**config.mk**
```make
export PLATFORM = sky130hd
export DESIGN_NAME = sysbus_arbiter
export DESIGN_NICKNAME = d
export VERILOG_FILES = /design/src/rtl/sysbus_arbiter.sv
export SDC_FILE = /design/constraint.sdc
export NUM_CORES = 1
export LEC_CHECK = 0
export CORE_AREA = 8 8 177 179
export DETAILED_ROUTE_END_ITERATION = 10
export DIE_AREA = 0 0 185 187
export GPL_ROUTABILITY_DRIVEN = 0
export MAX_ROUTING_LAYER = met4
export SYNTH_ARGS = -nofsm -noshare
export SYNTH_HDL_FRONTEND = slang
export SYNTH_SLANG_ARGS = --single-unit
```
**constraint.sdc**
```tcl
create_clock -name clk -period 2.6 [get_ports clk]
set_clock_uncertainty 0.15 [all_clocks]
set_input_delay 0.65 -clock clk [delete_from_list [all_inputs] [get_ports clk]]
set_output_delay 0.65 -clock clk [all_outputs]
set_load 0.005 [all_outputs]
```
**src/rtl/sysbus_arbiter.sv**
```systemverilog
// sysbus_arbiter: shares the single Sysbus memory port between instruction fetch (i_*) and
// load/store (d_*), granting whole transactions and alternating ownership on ties.
module sysbus_arbiter #(
  parameter int BUS_DATA_WIDTH = 64,
  parameter int BUS_TAG_WIDTH  = 13,
  parameter int BEATS          = 8
) (
  input  logic                      clk,
  input  logic                      reset,
  // fetch port
  input  logic                      i_reqcyc,
  input  logic [BUS_DATA_WIDTH-1:0] i_req,
  input  logic [BUS_TAG_WIDTH-1:0]  i_reqtag,
  input  logic                      i_respack,
  output logic                      i_reqack,
  output logic                      i_respcyc,
  output logic [BUS_DATA_WIDTH-1:0] i_resp,
  output logic [BUS_TAG_WIDTH-1:0]  i_resptag,
  // load/store port
  input  logic                      d_reqcyc,
  input  logic [BUS_DATA_WIDTH-1:0] d_req,
  input  logic [BUS_TAG_WIDTH-1:0]  d_reqtag,
  input  logic                      d_respack,
  output logic                      d_reqack,
  output logic                      d_respcyc,
  output logic [BUS_DATA_WIDTH-1:0] d_resp,
  output logic [BUS_TAG_WIDTH-1:0]  d_resptag,
  // memory side
  output logic                      bus_reqcyc,
  output logic [BUS_DATA_WIDTH-1:0] bus_req,
  output logic [BUS_TAG_WIDTH-1:0]  bus_reqtag,
  output logic                      bus_respack,
  input  logic                      bus_reqack,
  input  logic                      bus_respcyc,
  input  logic [BUS_DATA_WIDTH-1:0] bus_resp,
  input  logic [BUS_TAG_WIDTH-1:0]  bus_resptag
);

  localparam int BEAT_W = $clog2(BEATS + 1);

  typedef enum logic [1:0] {IDLE, REQ, WDATA, RESP} state_t;
  typedef enum logic {OWN_I = 1'b0, OWN_D = 1'b1} owner_t;

  state_t              state;
  owner_t              owner;
  owner_t              last_owner;
  logic [BEAT_W-1:0]   beat;

  logic                      own_reqcyc;
  logic                      own_respack;
  logic [BUS_DATA_WIDTH-1:0] own_req;
  logic [BUS_TAG_WIDTH-1:0]  own_reqtag;
  logic                      req_phase;
  logic                      resp_phase;
  logic                      req_fire;
  logic                      resp_fire;
  logic                      last_beat;
  logic                      sel_i;
  logic                      sel_d;

  assign own_reqcyc  = (owner == OWN_I) ? i_reqcyc  : d_reqcyc;
  assign own_respack = (owner == OWN_I) ? i_respack : d_respack;
  assign own_req     = (owner == OWN_I) ? i_req     : d_req;
  assign own_reqtag  = (owner == OWN_I) ? i_reqtag  : d_reqtag;

  assign req_phase  = (state == REQ) || (state == WDATA);
  assign resp_phase = (state == RESP);
  assign req_fire   = req_phase && own_reqcyc && bus_reqack;
  assign resp_fire  = resp_phase && bus_respcyc && own_respack;
  assign last_beat  = (beat == BEAT_W'(BEATS - 1));

  // Ownership is decided once in IDLE and held until the final beat, so the muxes above
  // stay stable for the whole transaction; an owner dropping reqcyc before its ack aborts.
  always_ff @(posedge clk or negedge reset) begin
    if (!reset) begin
      state      <= IDLE;
      owner      <= OWN_I;
      last_owner <= OWN_D;
      beat       <= '0;
    end else begin
      case (state)
        IDLE: begin
          beat <= '0;
          if (i_reqcyc || d_reqcyc) begin
            state <= REQ;
            if (i_reqcyc && d_reqcyc)
              owner <= (last_owner == OWN_I) ? OWN_D : OWN_I;
            else
              owner <= i_reqcyc ? OWN_I : OWN_D;
          end
        end
        REQ: begin
          if (req_fire) begin
            state <= own_reqtag[BUS_TAG_WIDTH-1] ? RESP : WDATA;
            beat  <= '0;
          end else if (!own_reqcyc) begin
            state <= IDLE;
          end
        end
        WDATA: begin
          if (req_fire) begin
            beat <= beat + 1'b1;
            if (last_beat) begin
              state      <= IDLE;
              last_owner <= owner;
            end
          end
        end
        RESP: begin
          if (resp_fire) begin
            beat <= beat + 1'b1;
            if (last_beat) begin
              state      <= IDLE;
              last_owner <= owner;
            end
          end
        end
        default: state <= IDLE;
      endcase
    end
  end

  assign sel_i = (owner == OWN_I);
  assign sel_d = (owner == OWN_D);

  // Everything outward is gated by state so IDLE (including async reset) drives zeros.
  assign bus_reqcyc  = req_phase && own_reqcyc;
  assign bus_req     = req_phase ? own_req : '0;
  assign bus_reqtag  = req_phase ? own_reqtag : '0;
  assign bus_respack = resp_phase && own_respack;

  assign i_reqack  = req_phase && sel_i && bus_reqack;
  assign d_reqack  = req_phase && sel_d && bus_reqack;
  assign i_respcyc = resp_phase && sel_i && bus_respcyc;
  assign d_respcyc = resp_phase && sel_d && bus_respcyc;
  assign i_resp    = (resp_phase && sel_i) ? bus_resp    : '0;
  assign d_resp    = (resp_phase && sel_d) ? bus_resp    : '0;
  assign i_resptag = (resp_phase && sel_i) ? bus_resptag : '0;
  assign d_resptag = (resp_phase && sel_d) ? bus_resptag : '0;

endmodule

```
## Word-level counts from Yosys, hierarchy flattened

Index checks and enable logic that the tools add are counted.

| storage, ports and cells | value |
|---|---|
| flip-flop bits (word level) | 8 |
| input port bits | 239 |
| logic and storage cells | 66 |

| operators by class | value |
|---|---|
| add/sub/neg operators | 1 |
| equality and inequality tests | 9 |
| muxes and demuxes | 29 |
| bitwise gates (word level) | 1 |
| reduce and logical (&&, ||, !) cells | 22 |

Operators with widths:

| operator | number |
|---|---|
| $mux 64 | 4 |
| $mux 13 | 4 |
| $pmux 4 s4 | 1 |
| $logic_and 1x1->1 | 14 |
| $mux 2 | 6 |
| $mux 4 | 3 |
| $mux 1 | 9 |
| $pmux 2 s4 | 1 |
| $ne 2x2->1 const B | 3 |
| $reduce_and 3->1 | 2 |
| $add 4x1->4 const B | 1 |
| $eq 2x2->1 const B | 2 |
| $eq 4x3->1 const B | 1 |
| $reduce_and 4->1 | 1 |
| $ne 3x3->1 const B | 1 |
| $eq 2x1->1 const B | 1 |
| $logic_not 2->1 | 1 |
| $logic_or 1x1->1 | 2 |
| $ne 2x1->1 const B | 1 |
| $pmux 1 s2 | 1 |
| $reduce_and 2->1 | 1 |
| $reduce_bool 2->1 | 1 |
| $not 1->1 | 1 |

## Logic depth before layout (Yosys ltp)

Gate-level depths: netlist of run 1.

| depth | value |
|---|---|
| depth after elaboration | 6 |
| gate-level depth with buffers | 7 |
| mapped depth without buffers | 6 |

## Worst setup path before layout of run 1

Ideal clock, no wire load.

| path | value |
|---|---|
| path kind | register -> output |
| from | reg state[0] |
| to | out d_resp[55] |
| data arrival time | 1.374 ns |
| data required time | 1.800 ns |
| path slack | 0.426 ns |
| stages on the path, launching flop included | 6 |
| path buffers | 3 |
| cell sequence | dfrtp_1 -> ha_1 -> clkbuf_1 -> clkbuf_1 -> clkbuf_1 -> and3_1 |

| on the way | value |
|---|---|
| cells in the longest elaborated chain, start to end | 3 |

Ends and longest elaborated chain:

| element | line | RTL |
|---|---|---|
| start, declared | 44 | `state_t state;` |
| start signal, assigned | 94 | `state <= own_reqtag[BUS_TAG_WIDTH-1] ? RESP : WDATA;` |
| $eq 2x2->1 | 67 | `assign resp_phase = (state == RESP);` |
| $logic_and 1x1->1 | 137 | `assign d_resp = (resp_phase && sel_d) ? bus_resp : '0;` |
| $mux 64 | 137 |  |
| end, declared | 26 | `output logic [BUS_DATA_WIDTH-1:0] d_resp,` |

No other way between the ends.

## Worst setup path after layout of run 1

| path | value |
|---|---|
| from | reg state[0] |
| to | out i_resp[2] |

| on the way | value |
|---|---|
| cells in the longest elaborated chain, start to end | 3 |

Ends and longest elaborated chain:

| element | line | RTL |
|---|---|---|
| $eq 2x2->1 | 67 |  |
| $logic_and 1x1->1 | 136 | `assign i_resp = (resp_phase && sel_i) ? bus_resp : '0;` |
| $mux 64 | 136 |  |
| end, declared | 17 | `output logic [BUS_DATA_WIDTH-1:0] i_resp,` |

No other way between the ends.

==> results of run 1 <==
final cells by class:
type / count / share of cell area
timing repair buffer: 548 / 0.620
multi-input combinational: 356 / 0.294
clock buffer: 4 / 0.00865
inverter: 5 / 0.00206
sequential: 8 / 0.0228
tap: 384 / 0.0527
power breakdown:
group	switching (mW)	total, mW	internal [mW]	leakage [nW]
registers	0.0477	0.209	0.161	0.0993
logic	2.47	6.15	3.69	4.57
clock network	0.0676	0.273	0.205	0.0382
kinds of logic (layout without fill, tap and decap cells):
family	count (synthesis)	in the layout	synth area share
buffers and inverters	49	557	0.0685
AND/OR/NAND/NOR	255	255	0.527
multiplexers	85	85	0.288
adder cells (fa/ha/maj)	5	5	0.0210
flip-flops	8	8	0.0676
AO/OA/AOI/OAI	11	11	0.0281
state kept, by name, summed over array words and instances, names as in the netlist:
register    flops
beat            4
state           2
last_owner      1
owner           1
metal layers:
metal,wire length [um],vias up
li1,-,2430
met1,10100,2224
met2,12400,289
met3,1820,26
met4,486,0
met5,0,-
Yosys cell counts, drive strengths merged, types with 2 or more instances:
library cell   n  area [um^2]
dfrtp          7          175
nor2           5         18.8
o21ai          2         13.8
nand2          4         15.0
ha             5         62.6
inv            5         18.8
and2          80          500
mux2           2         26.3
nor2b         79          494
mux2i         83          831
o22ai          2         12.5
buf           11         61.3
clkbuf        33          124
and3          81          507
nand4          2         12.5
metrics by stage:
step	hold WS [ns]	area, um^2	TNS, ns	util
floorplan	0.204	2980	0	-
global placement	0.331	8440	-5.07	0.297
detailed placement	0.349	8440	-5.18	0.297
CTS	0.352	8820	-0.745	0.311
global route	0.367	9110	-0.168	0.321
finish	0.348	9110	0	0.321
what timing repair did:
item	4_1_cts	5_1_grt
setup buffers	14	10
resized for setup	364	107
gates cloned	12	2
pin swaps	0	2
endpoints found under the setup margin	223	98
cells in the final DEF (no fill, tap or decap), types with 3 or more instances in the layout:
cell	instances
and2_1	71
and2_4	9
and3_1	79
buf_12	22
buf_16	8
buf_2	13
buf_4	30
buf_6	11
bufbuf_16	4
clkbuf_16	5
clkbuf_2	9
clkdlybuf4s15_1	83
clkdlybuf4s50_1	231
dfrtp_1	4
dlygate4sd2_1	130
ha_1	3
inv_1	3
mux2i_1	80
nand2_1	4
nor2_1	5
nor2b_1	73
nor2b_2	4
worst register-to-register path, cell delays in order, from the launching register on:
cell     delay (ns)
dfrtp_2        0.34
buf_4          0.11
inv_2          0.04
ha_4           0.30
buf_12         0.14
buf_12         0.15
nand2_1        0.07
buf_4          0.14
o22ai_1        0.26
and2_1         0.24
mux2i_1        0.21
worst min path at each step:
stage	from	to	slack, ns
global route	beat[0]	beat[0]	0.37
detailed placement	beat[0]	beat[0]	0.35
global placement	beat[0]	beat[0]	0.33
floorplan	reset	beat[0]	0.20
CTS	beat[0]	beat[0]	0.35
finish	beat[0]	beat[0]	0.35
==> key figures, run 1 <==
Outcome
  – Outcome: complete, no violations

Synthesis
  – Synth unique cells: 30
  – Most used flip-flop cell after synthesis: dfrtp_1
  – Ys async rst share: 1.00
  – Post-Syn Area: 0.00298 mm^2
  – Post-Synthesis Cells: around 410
  – Seq/Total Area, Yosys: 0.0676
  – Ys Warns: 0
  – Post-Syn Nets: 657
  – Synth Register Bits: 8
  – Post-synth EDFFs: 0
  – Post-Syn Area per Cell: 7.21 um^2

CTS
  – Clock root buffer master: clkbuf_16
  – Clock sink total: 8
  – Cts bufs inserted: 3
  – CTS tree: built
  – H-tree depth: 1
  – # hold bufs at CTS: 0
  – Worst-Skew Late Latency: 0.24 ns
  – Register clock-pin slew on the reported worst setup and hold paths: about 0.04 ns
  – CTS Buffer Depth: 2

Die
  – Die X: 185 um
  – Row count: 62
  – I/O pins: 476
  – DIE HEIGHT: between 150 and 200 um
  – Core footprint: around 0.028 mm^2
  – Die area: between 0.03 and 0.04 mm^2
  – Initial core utilization: 0.105

Cells and area
  – Share of post-route cells with drive strength above 1: 0.150
  – ANT cells: 0
  – Fillers: ~3000
  – Nets: about 1200
  – Footprint of the multi-input gates: 0.00268 mm^2
  – Layout Cells excl Fill: roughly 1300
  – Reg area: between 200 and 250 um^2
  – Synth-to-Final Area Change: 206%

Setup path
  – Worst Setup SP: state[0]
  – CP peak stage delay: between 0.3 and 0.4 ns
  – WP buf/inv: 4
  – Worst reg2reg startpoint: state[0]
  – Crit path required time: about 1.8 ns
  – Cells along the critical path: buf_4, ha_4, nor2b_4, buf_4, buf_8, and2_1, dlygate4sd2_1
  – Crit path max-delay family: buffers and inverters
  – Worst Setup EP: i_resp[2]
  – Worst R2R End: beat[1]
  – Top cell by count, worst path: buf_4
  – Reg2Reg Depth: 10
  – Crit path kind: reg -> out
  – CP Launch Type: flip-flop
  – R2R setup slack: between 0.3 and 0.4 ns
  – Worst path slowest cell: dfrtp_2
  – Critical path arrival: about 1.8 ns
  – Worst path depth: 7
  – Critical path fanouts, max: 13
  – Worst setup EP type: output port

Placed design
  – PortBufs: 475
  – HPWL Detailed: approximately 19 mm
  – Place WS: -0.222 ns
  – Placed insts: around 1300

Global route
  – First-pass GRT wire length: ~35 mm
  – Initial antenna violation count: 0
  – Most used routing layer in global routing: met2
  – Met1 usage: 0.153
  – Pin count of the biggest net entering global routing: 29
  – M3 GR Usage: 0.0192
  – Vias in the first global route: 5581
  – Met2 Resource Use GR: 0.246
  – Overflow after GRT: 0
  – Gr usage total: 0.134

Timing
  – Fmax: slightly below 400 MHz
  – Setup repair after global routing missed its margin: true
  – Final hold vios: 0
  – Final setup viols: 0
  – Worst Tran Pin Value: between 0.3 and 0.4 ns
  – Final period util: 0.997
  – Min Tclk post-route: between 2 and 3 ns
  – Final Slew Violations: 0
  – Final setup margin: between 0.007 and 0.008 ns
  – Rel. slew slack: 0.749

Detailed routing
  – Vias per Instance: roughly 3.8
  – Via count: about 5000
  – Routed WL: ~25 mm
  – 1st-pass router iterations: 4
  – Wirelength per Cell: between 15 and 20 um
  – DRC: 0
  – DRT antenna net count: 0
  – Starting DRT DRC Count: around 130

Power
  – Leak Pwr: 4.71 nW
  – IR drop worst, VDD: 0.602 mV
  – Total power: between 6 and 7 mW
  – Pwr dens: approximately 730 mW/mm^2

Min path
  – Worst Hold Class: reg -> reg
  – Cells on Worst Hold Path: 1

Run
  – Number of max-cap violations: 0
Power figures use the tool's default switching activity.
==> run 2, diff against run 1 <==
- MAX_ROUTING_LAYER: met4 -> unset
- SLEW_MARGIN: unset -> 25
==> key figures, run 2 (synthesis results as in run 1) <==
Global route
  – Overflow after GRT: 0
  – Vias in the first global route: about 5500
  – Initial antenna violation count: 0
  – First-pass GRT wire length: about 35 mm
  – Gr usage total: 0.130
  – Pin count of the biggest net entering global routing: 29

Setup path
  – Top cell by count, worst path: buf_4
  – Cells along the critical path: buf_4, ha_4, nor2b_4, buf_4, buf_8, and2_1, dlygate4sd2_1
  – CP peak stage delay: 0.39 ns
  – CP Launch Type: flip-flop
  – Worst setup EP type: output port
  – Reg2Reg Depth: 10
  – Crit path required time: around 1.8 ns
  – Worst path slowest cell: dfrtp_2
  – Critical path fanouts, max: 13
  – Critical path arrival: around 1.8 ns
  – Crit path kind: reg -> out

Die
  – Die X: between 150 and 200 um
  – I/O pins: around 480
  – Initial core utilization: 0.105
  – Die area: between 0.03 and 0.04 mm^2
  – DIE HEIGHT: 187 um
  – Core footprint: about 0.028 mm^2
  – Row count: 62

CTS
  – Cts bufs inserted: 3
  – Clock root buffer master: clkbuf_16
  – CTS tree: built
  – Worst-Skew Late Latency: around 0.24 ns
  – H-tree depth: 1
  – # hold bufs at CTS: 0
  – Register clock-pin slew on the reported worst setup and hold paths: ~0.04 ns
  – Clock sink total: 8
  – CTS Buffer Depth: 2

Placed design
  – Place WS: -0.222 ns
  – PortBufs: between 400 and 500
  – HPWL Detailed: ~19 mm
  – Placed Area: 0.00844 mm^2
  – Placed insts: around 1300

Timing
  – Final setup margin: a little under 0.008 ns
  – Rel. slew slack: 0.745
  – Setup repair after global routing missed its margin: true
  – Final Slew Violations: 0
  – Final period util: 0.997
  – Min Tclk post-route: 2.59 ns
  – Worst Tran Pin Value: roughly 0.38 ns
  – Final setup viols: 0
  – Fmax: just under 400 MHz
  – Final hold vios: 0

Power
  – Pwr dens: 724 mW/mm^2
  – IR drop worst, VDD: ~0.60 mV
  – Total power: roughly 6.6 mW
  – Leak Pwr: 4.74 nW

Detailed routing
  – 1st-pass router iterations: 4
  – Starting DRT DRC Count: between 100 and 150
  – DRT antenna net count: 0
  – DRC: 0
  – Routed WL: about 25 mm
  – Vias per Instance: around 3.8
  – Wirelength per Cell: approximately 19 um
  – Via count: 4970

Outcome
  – Outcome: complete, no violations

Min path
  – Worst Hold Class: reg -> reg
  – Cells on Worst Hold Path: 1

Cells and area
  – Largest regs: beat (4), state (2)
  – Design area: between 0.009 and 0.01 mm^2
  – Layout Cells excl Fill: between 1000 and 1500
  – ANT cells: 0
  – Commonest non-fill, non-tap cells in the layout: 231 x clkdlybuf4s50_1, 146 x dlygate4sd2_1, 80 x mux2i_1, 79 x and3_1, 73 x nor2b_1
  – Most common cell after layout, fill and taps aside: clkdlybuf4s50_1
  – Nets: 1167
  – Share of post-route cells with drive strength above 1: 0.151
  – Top reg by flops: beat
  – Core Util, Final: 0.320
  – Number of flip-flops in the largest register: 4
  – Synth-to-Final Area Change: 205%

Run
  – Number of max-cap violations: 0
[run 2: changes by cell type in the layout (fill, tap and decap cells not counted), sizes merged]
cell | previous run | this run
clkdlybuf4s15 | 85 | 69
buf | 86 | 87
dlygate4sd2 | 130 | 146
[run 2: critical path: cells and delay by family, from the launching register on]
| family | cells | cell delay [ns] |
|---|---|---|
| DFF | 1 | 0.39 |
| and+or+nand+nor | 2 | 0.31 |
| buffers and inverters | 4 | 0.69 |
| adders and majority gates | 1 | 0.16 |
[run 2: per-layer routing]
metal | wire length [um] | global-route usage | vias up
met5 | 0 | 0 | -
met4 | 489 | 0.0225 | 0
met3 | 2460 | 0.0350 | 25
met2 | 12300 | 0.246 | 291
met1 | 9470 | 0.144 | 2223
li1 | - | - | 2431
[run 2: stage by stage]
stage / setup TNS, ns / hold WS, ns
2_1_floorplan: 0 / 0.204
3_3_place_gp: -5.07 / 0.331
3_5_place_dp: -5.18 / 0.349
4_1_cts: -0.745 / 0.352
5_1_grt: -0.185 / 0.367
6_report: 0 / 0.348
[run 2: power breakdown]
part | total, mW | internal, mW | switching, mW
Combinational | 6.10 | 3.65 | 2.45
Sequential | 0.209 | 0.161 | 0.0476
Clock | 0.272 | 0.205 | 0.0675
Total | 6.58 | 4.01 | 2.57
[run 2: final timing paths]
check                      startpoint         end  slack [ns]
max                          state[0]   i_resp[2]       0.008
min                           beat[0]     beat[0]        0.35
max reg2reg                  state[0]     beat[1]        0.35
min reg2reg                   beat[0]     beat[0]        0.35
max in group asynchronous       reset  last_owner        1.44
min in group asynchronous       reset     beat[1]        0.55
[run 2: timing repair]
action                     CTS  global route
gates cloned                12             2
gates resized for setup    364            92
setup endpoints to repair  223           100
buffers inserted            14            11
pin swaps                    0             2
[run 2: final cells by class]
class	count	area, um^2
Inverter	5	21.3
Multi-Input combinational cell	356	2680
Tap cell	384	480
Sequential cell	8	208
Clock buffer	4	78.8
Timing Repair Buffer	549	5620
Fill cell	3031	19300
==> run 3, diff against run 2 <==
- CAP_MARGIN: unset -> 20
==> results of run 3 <==
No change in the layout: final DEF, timing and power equal those of run 2.
